$ cat src/rtl/product_accumulator_pkg.sv
// Shared definitions for the product accumulator.
// Contents:
//   PROD_W     width of the signed multiplier product feeding the accumulator
//   ACC_W_DEF  default accumulator / result width
//   CNT_W_DEF  default beat-counter width
//   state_e    accumulator FSM states
package product_accumulator_pkg;

  localparam int PROD_W    = 40;
  localparam int ACC_W_DEF = 48;
  localparam int CNT_W_DEF = 16;

  typedef enum logic [0:0] {
    ACCUM = 1'b0,
    HOLD  = 1'b1
  } state_e;

endpackage

$ cat src/rtl/product_accumulator_sat_add.sv
// Saturating adder: acc + sign-extended product, evaluated one bit wider than
// the accumulator and clamped to the signed ACC_W range.
// Ports:
//   acc   in   ACC_W   current accumulator (signed)
//   prod  in   PROD_W  product to add (signed)
//   sum   out  ACC_W   clamped sum
//   ovf   out  1       high when the clamp was applied
module sat_add
  import product_accumulator_pkg::*;
#(
  parameter int ACC_W = ACC_W_DEF
) (
  input  logic [ACC_W-1:0]  acc,
  input  logic [PROD_W-1:0] prod,
  output logic [ACC_W-1:0]  sum,
  output logic              ovf
);

  logic [ACC_W:0] wide;

  assign wide = {acc[ACC_W-1], acc} + {{(ACC_W + 1 - PROD_W){prod[PROD_W-1]}}, prod};

  // The extra top bit disagrees with the ACC_W sign bit only when the true
  // sum left the representable range; its value tells which way.
  always_comb begin
    sum = wide[ACC_W-1:0];
    ovf = 1'b0;
    if (wide[ACC_W] != wide[ACC_W-1]) begin
      ovf = 1'b1;
      sum = wide[ACC_W] ? {1'b1, {(ACC_W-1){1'b0}}} : {1'b0, {(ACC_W-1){1'b1}}};
    end
  end

endmodule

$ cat src/rtl/product_accumulator.sv
// Frame accumulator for signed multiplier products. Beats are summed with
// saturation until a beat marked last; the frame result (sum, beat count,
// sticky overflow) is then held until downstream takes it.
// Ports:
//   clk        in   1      clock, rising edge
//   rst        in   1      synchronous active-high reset
//   in_valid   in   1      product beat present
//   in_ready   out  1      beat accepted this cycle (state only)
//   in_prod    in   40     signed product
//   in_last    in   1      final beat of the frame
//   out_valid  out  1      frame result present
//   out_ready  in   1      downstream takes the result
//   out_sum    out  ACC_W  saturated frame sum
//   out_count  out  CNT_W  beats in the frame, saturating
//   out_ovf    out  1      saturation occurred in the frame
//
// state | meaning
// ACCUM | summing beats, in_ready=1
// HOLD  | result presented, waiting for out_ready
module product_accumulator
  import product_accumulator_pkg::*;
#(
  parameter int ACC_W = ACC_W_DEF,
  parameter int CNT_W = CNT_W_DEF
) (
  input  logic              clk,
  input  logic              rst,
  input  logic              in_valid,
  output logic              in_ready,
  input  logic [PROD_W-1:0] in_prod,
  input  logic              in_last,
  output logic              out_valid,
  input  logic              out_ready,
  output logic [ACC_W-1:0]  out_sum,
  output logic [CNT_W-1:0]  out_count,
  output logic              out_ovf
);

  state_e           state;
  logic [ACC_W-1:0] acc;
  logic [CNT_W-1:0] cnt;
  logic             ovf;

  logic [ACC_W-1:0] acc_nxt;
  logic             add_ovf;
  logic [CNT_W-1:0] cnt_nxt;
  logic             ovf_nxt;
  logic             accept;

  sat_add #(.ACC_W(ACC_W)) u_sat_add (
    .acc  (acc),
    .prod (in_prod),
    .sum  (acc_nxt),
    .ovf  (add_ovf)
  );

  // Handshake outputs come from state; rst only masks them so nothing is
  // advertised before the first reset edge has settled the FSM.
  assign in_ready  = (state == ACCUM) && !rst;
  assign out_valid = (state == HOLD) && !rst;
  assign accept    = in_valid && in_ready;

  assign cnt_nxt = (cnt == {CNT_W{1'b1}}) ? cnt : cnt + 1'b1;
  assign ovf_nxt = ovf | add_ovf;

  always_ff @(posedge clk) begin
    if (rst) begin
      state     <= ACCUM;
      acc       <= '0;
      cnt       <= '0;
      ovf       <= 1'b0;
      out_sum   <= '0;
      out_count <= '0;
      out_ovf   <= 1'b0;
    end else begin
      case (state)
        ACCUM: begin
          if (accept) begin
            acc <= acc_nxt;
            cnt <= cnt_nxt;
            ovf <= ovf_nxt;
            if (in_last) begin
              out_sum   <= acc_nxt;
              out_count <= cnt_nxt;
              out_ovf   <= ovf_nxt;
              state     <= HOLD;
            end
          end
        end
        HOLD: begin
          if (out_ready) begin
            acc   <= '0;
            cnt   <= '0;
            ovf   <= 1'b0;
            state <= ACCUM;
          end
        end
        default: state <= ACCUM;
      endcase
    end
  end

endmodule

$ cat config.mk
export PLATFORM = sky130hd
export DESIGN_NAME = product_accumulator
export DESIGN_NICKNAME = d
export VERILOG_FILES = /design/src/rtl/product_accumulator_pkg.sv /design/src/rtl/product_accumulator_sat_add.sv /design/src/rtl/product_accumulator.sv
export SDC_FILE = /design/constraint.sdc
export NUM_CORES = 1
export LEC_CHECK = 0
export CAP_MARGIN = 20
export CORE_MARGIN = 1.5
export CORE_UTILIZATION = 45
export DETAILED_ROUTE_END_ITERATION = 10
export PLACE_DENSITY = 0.68
export SLEW_MARGIN = 20
export SYNTH_ARGS = -nofsm -noshare
export SYNTH_HDL_FRONTEND = slang
export SYNTH_SLANG_ARGS = --single-unit
$ cat constraint.sdc
create_clock -name clk -period 10.5 [get_ports clk]
set_clock_uncertainty 0.2 [all_clocks]
set_input_delay 2.1 -clock clk [delete_from_list [all_inputs] [get_ports clk]]
set_output_delay 2.1 -clock clk [all_outputs]
set_load 0.005 [all_outputs]
==> reports/results.ini, run 1 <==
[worst_setup_path]
cp-start-kind=input pin
worstPathMaxFanout=17
path_class=input pin to flip-flop
max_stage_delay_ps=1010
critPathCaptureType=flip-flop
arrival_ps=6330
worst-path-buf-inv=1
crit_family=compound AO/OA/AOI/OAI gates
crit_slowest_cell=a21oi_2
r2r_slack_ps=6080
crit_chain=clkdlybuf4s50_1 -> ha_1 -> o211ai_1 -> o21a_1 -> a2111oi_2 -> a21oi_1 -> a21oi_1 -> mux2i_1 -> nand2_1 -> a21oi_2 -> o21ai_0 -> a21oi_1
critPathRequiredTime_ps=10660
crit_top_cell=a21oi_1

[detailed_routing]
vias_per_cell=5.794
drt_first_pass_iters=5
postRouteAntennaNets=0
drt-total-wl_um=23790
routed-via-count=7671
wl_per_cell_um=17.97
route.detailed.drc=0
drt_iter0_drc=517

[global_route]
grt_max_degree=64
grt_pass1_wl_um=37290
antenna_found_initial=0
grt_pass1_vias=7099
grt-ovfl-total=0
grt.total_usage=0.2626

[clock_network]
cts-resized-gates=0
clk_path_buf_depth=2
clkLatencyLatePin_ps=430
cts.sinks=131
cts_tree=built
cts_root_buffer=clkbuf_16
hold_buffers=0
cts_buffers=17
htreeDepth=4
post_cts_buffers=0
clk_pin_slew_worst_paths_ps=60

[floorplan]
core-area_um2=17240
die-area_um2=18330
die_y_um=135.4
fp-row-count=48
start_util=0.4575
io_pins=112
die_w_um=135.4

[placed_design]
gp_congestion=0.9351
port-buffer-count=111
hpwl_um=17080
place_inst=1292
dp_worst_setup_slack_ps=3867

[layout]
mostFrequentLayoutCell=nand2_1
drive_above_1_share=0.07370
area_growth_pct=23.33
nNetsFinal=1182
fillers=1636
antenna_cells=0
final_core_util=0.5642
instances_no_fill=1324
layout_common_cells=nand2_1 (141), dfxtp_1 (131), clkdlybuf4s50_1 (110)

[yosys]
synthArstFlopShare=0
yosys_register_bits=131
synth_area_leaders=dfxtp_1 (33%), ha_1 (7.8%), a21oi_1 (7.0%), nand2_1 (6.7%), o21ai_0 (5.8%)
postSynthCellCount=1004
yosys.area.top_type=dfxtp_1
synth_top_area_share=0.3326
synth_warnings=0
synthDistinctLibCells=74
avgSynthCellArea_um2=7.854
synthesis.nets=1099
synth_area_um2=7885
synth_edf_count=0
synth.yosys.seq_area_share=0.3326
synthFlopType=dfxtp_1

[sta]
fin_tns_setup_ps=0
timing.fmax_ghz=0.1619
layout_min_cycle_time_ps=6178
maxSlewViolCount=0
finalCritPeriodShare=0.5884
finalSetupViolations=0
setup_ws_ps=4322
timing.slew.headroom=0.1509
rsz0062_at_grt=false
worst_slew_pin_slew_ps=1242
finalHoldViolations=0

[run_status]
status=completed

[pwr]
leakage_uw=0.003857
ir_drop_uv=146.5
pwr_density_cell_nw_per_um2=208.8
fin_total_pwr_uw=2031

[run]
maxCapViolCount=0

[worst_hold_path]
min_path_type=flip-flop to flip-flop

-- power breakdown --
part / total, µW / switching (µW) / leakage (µW) / internal, µW
Clock: 626 / 244 / 0.000291 / 382
Combinational: 792 / 472 / 0.00250 / 321
Sequential: 613 / 44.7 / 0.00107 / 568
Total: 2030 / 760 / 0.00386 / 1270
-- cell families after synthesis --
group / synth area share
compound gates: 0.2894
xor+xnor: 0.05887
fa+ha+maj: 0.09140
buf+inv: 0.04252
flops: 0.3326
mux: 0.002539
simple gates: 0.1826
-- cell type report --
| class | instances | area (µm²) | share of cell area |
|---|---|---|---|
| clock buffers | 18 | 439.2 | 0.04516 |
| clock inverters | 13 | 172.7 | 0.01776 |
| inverters | 20 | 75.07 | 0.007720 |
| multi-input cells | 796 | 4940 | 0.5080 |
| flip-flops and latches | 131 | 2623 | 0.2697 |
| well taps | 225 | 281.5 | 0.02895 |
| repair buffers | 121 | 1194 | 0.1227 |
-- layer usage --
layer	share of wire	wire, µm	track usage	up-vias
met5	0	0	0	-
met4	0.024	579	0.1010	0
met3	0.057	1346	0.04676	43
met2	0.47	11220	0.4371	257
met1	0.45	10640	0.3380	3577
li1	-	-	-	3794
-- cells in the mapped netlist (9+ instances only) --
| master | instances |
|---|---|
| o21ai_1 | 21 |
| a22o_1 | 10 |
| clkbuf_1 | 41 |
| inv_1 | 20 |
| nand2_1 | 141 |
| xor2_1 | 22 |
| a211oi_1 | 14 |
| nor3_1 | 12 |
| o21bai_1 | 9 |
| nand3_1 | 22 |
| dfxtp_1 | 131 |
| a21oi_1 | 110 |
| ha_1 | 49 |
| xnor2_1 | 31 |
| a21oi_2 | 10 |
| o21ai_0 | 91 |
| a21o_1 | 24 |
| nor2_1 | 80 |
| a22oi_1 | 10 |
| and3_1 | 13 |
| nand4_1 | 17 |
| o211ai_1 | 14 |
-- worst paths after layout --
| path | from | depth (start not counted) | end |
|---|---|---|---|
| setup / recovery | in_prod[2] | 12 | out_sum[6] |
| hold / removal | out_sum[15] | 2 | out_sum[15] |
| setup reg to reg | acc[3] | 11 | out_sum[6] |
| hold reg to reg | out_sum[15] | 2 | out_sum[15] |
-- state kept, by name, summed over array words and instances, names as in the netlist --
name,count
out_sum,48
acc,48
ovf,1
out_count,16
cnt,16
out_ovf,1
state,1
-- worst min-delay path, stage by stage, from the launching register on --
cell and delay (ps):
dfxtp_1 300, nand2_1 50, nand2_1 40
-- stage by stage --
stage	instance area, µm²	hold WS [ps]
floorplan	7885	219.7
finish	9724	239.2
detailed placement	9092	231.9
CTS	9704	241.2
global route	9724	256.7
global placement	9092	229.1
No activity file was read; power rests on OpenSTA's default activity.
==> run 2, diff against run 1 <==
Clock period 10.5 ns to 5.7 ns, I/O delays scaled along.
==> reports/results.ini, run 2 (synthesis results as in run 1) <==
[floorplan]
core-area_um2=17240  ; unchanged
io_pins=112  ; unchanged
die-area_um2=18330  ; unchanged
die_w_um=135.4  ; unchanged
die_y_um=135.4  ; unchanged
start_util=0.4575  ; unchanged
fp-row-count=48  ; unchanged

[placed_design]
dp_worst_setup_slack_ps=546.7  ; -3320 ps
gp_congestion=0.9558  ; +2.2%
port-buffer-count=111  ; unchanged
hpwl_um=17910  ; +4.8%

[global_route]
grt.total_usage=0.2708  ; +0.008222
grt_pass1_vias=7213  ; +1.6%
antenna_found_initial=0  ; unchanged
grt-ovfl-total=0  ; unchanged
grt_max_degree=54  ; -16%
grt_pass1_wl_um=38110  ; +2.2%

[sta]
rsz0062_at_grt=false
layout_min_cycle_time_ps=4804
whs_ps=240.5  ; +1.235 ps
finalSetupViolations=0  ; unchanged
timing.fmax_ghz=0.2082
maxSlewViolCount=0  ; unchanged
timing.slew.headroom=0.4648  ; +0.3139
setup_ws_ps=896.3  ; -3425 ps
finalHoldViolations=0  ; unchanged
finalCritPeriodShare=0.8428
fin_tns_setup_ps=0  ; unchanged
worst_slew_pin_slew_ps=799.8  ; -441.8 ps

[worst_setup_path]
reg2reg_depth=12  ; +1
critPathCaptureType=flip-flop
critPathRequiredTime_ps=5820  ; -4840 ps
worstPathMaxFanout=13  ; -4
cp-start-kind=input pin
r2r_end=acc[30]
r2r_start=acc[4]
path_class=input pin to flip-flop
arrival_ps=4920  ; -1410 ps
r2r_slack_ps=1850  ; -4230 ps

[detailed_routing]
routed-via-count=7669  ; -0.026%
route.detailed.drc=0  ; unchanged
drt-total-wl_um=24250  ; +1.9%
drt_iter0_drc=507  ; -1.9%
wl_per_cell_um=18.22  ; +1.4%
drt_first_pass_iters=5  ; unchanged
postRouteAntennaNets=0  ; unchanged
vias_per_cell=5.762  ; -0.55%

[run_status]
status=completed

[run]
maxCapViolCount=0  ; unchanged

[pwr]
ir_drop_uv=278.1  ; +90%
leakage_uw=0.003899  ; +1.1%
pwr_density_cell_nw_per_um2=382.8  ; +83%
fin_total_pwr_uw=3741  ; +84%

[layout]
antenna_cells=0  ; unchanged
largestRegisters=acc (48), out_sum (48)
layout_common_cells=nand2_1 (141), dfxtp_1 (131), clkdlybuf4s50_1 (110)
fillers=1617  ; -1.2%
final_core_util=0.5670  ; +0.002831
mostFrequentLayoutCell=nand2_1
nNetsFinal=1189  ; +0.59%
drive_above_1_share=0.07957  ; +0.005863
area_growth_pct=23.94

[clock_network]
hold_buffers=0  ; unchanged
htreeDepth=4  ; unchanged
clk_pin_slew_worst_paths_ps=60  ; about the same
post_cts_buffers=0  ; unchanged
cts-resized-gates=0  ; unchanged
cts_tree=built
cts.sinks=131  ; unchanged
clkLatencyLatePin_ps=430  ; about the same
cts_root_buffer=clkbuf_16
cts_buffers=17  ; unchanged
clk_path_buf_depth=2  ; unchanged

[worst_hold_path]
hold_path_depth=2  ; unchanged
min_from=out_sum[15]
holdPathEnd=out_sum[15]
min_path_type=flip-flop to flip-flop

run 2: cell type report:
cell class	count	area [µm²]	share of cell area
timing repair buffer	128	1259	0.1288
clock inverter	13	151.4	0.01549
inverter	20	75.07	0.007681
multi-input combinational	796	4945	0.5060
sequential	131	2623	0.2683
tap	225	281.5	0.02881
clock buffer	18	439.2	0.04494
run 2: through the flow:
stage | std cells | instance area [µm²]
6_report | 1331 | 9773
5_1_grt | 1331 | 9773
4_1_cts | 1331 | 9773
3_5_place_dp | 1300 | 9183
3_3_place_gp | 1300 | 9178
2_1_floorplan | 1004 | 7885
run 2: worst max-delay path by stage:
stage | slack, ps | to | depth (start not counted) | startpoint
6_report | 900 | acc[30] | 13 | in_prod[39]
5_1_grt | 520 | acc[30] | 13 | in_prod[39]
4_1_cts | 990 | acc[30] | 13 | in_prod[39]
3_5_place_dp | 550 | acc[30] | 13 | in_prod[39]
3_3_place_gp | 600 | acc[30] | 13 | in_prod[39]
2_1_floorplan | 1740 | acc[32] | 13 | in_prod[0]
run 2: power breakdown:
group / switching (µW) / internal (µW)
Sequential: 92.3 / 1050
Combinational: 879 / 614
Clock: 449 / 661
Total: 1420 / 2320
run 2: critical path, stage by stage:
cell and delay (ps):
clkdlybuf4s50_1 640, ha_1 510, a21oi_1 200, o21ai_1 110, a221o_1 310, a21o_1 210
nor4_1 260, mux2i_1 140, nand2_1 240, buf_4 220, or2_1 450, o21ai_0 240
a22o_1 240
run 2: metal layers:
metal  part of all wire  global-route usage  up-vias
met1               0.45              0.3437     3554
met3              0.054             0.05874       59
met2               0.46              0.4427      258
met5                  0                   0        -
met4              0.037              0.1171        0
li1                   -                   -     3798
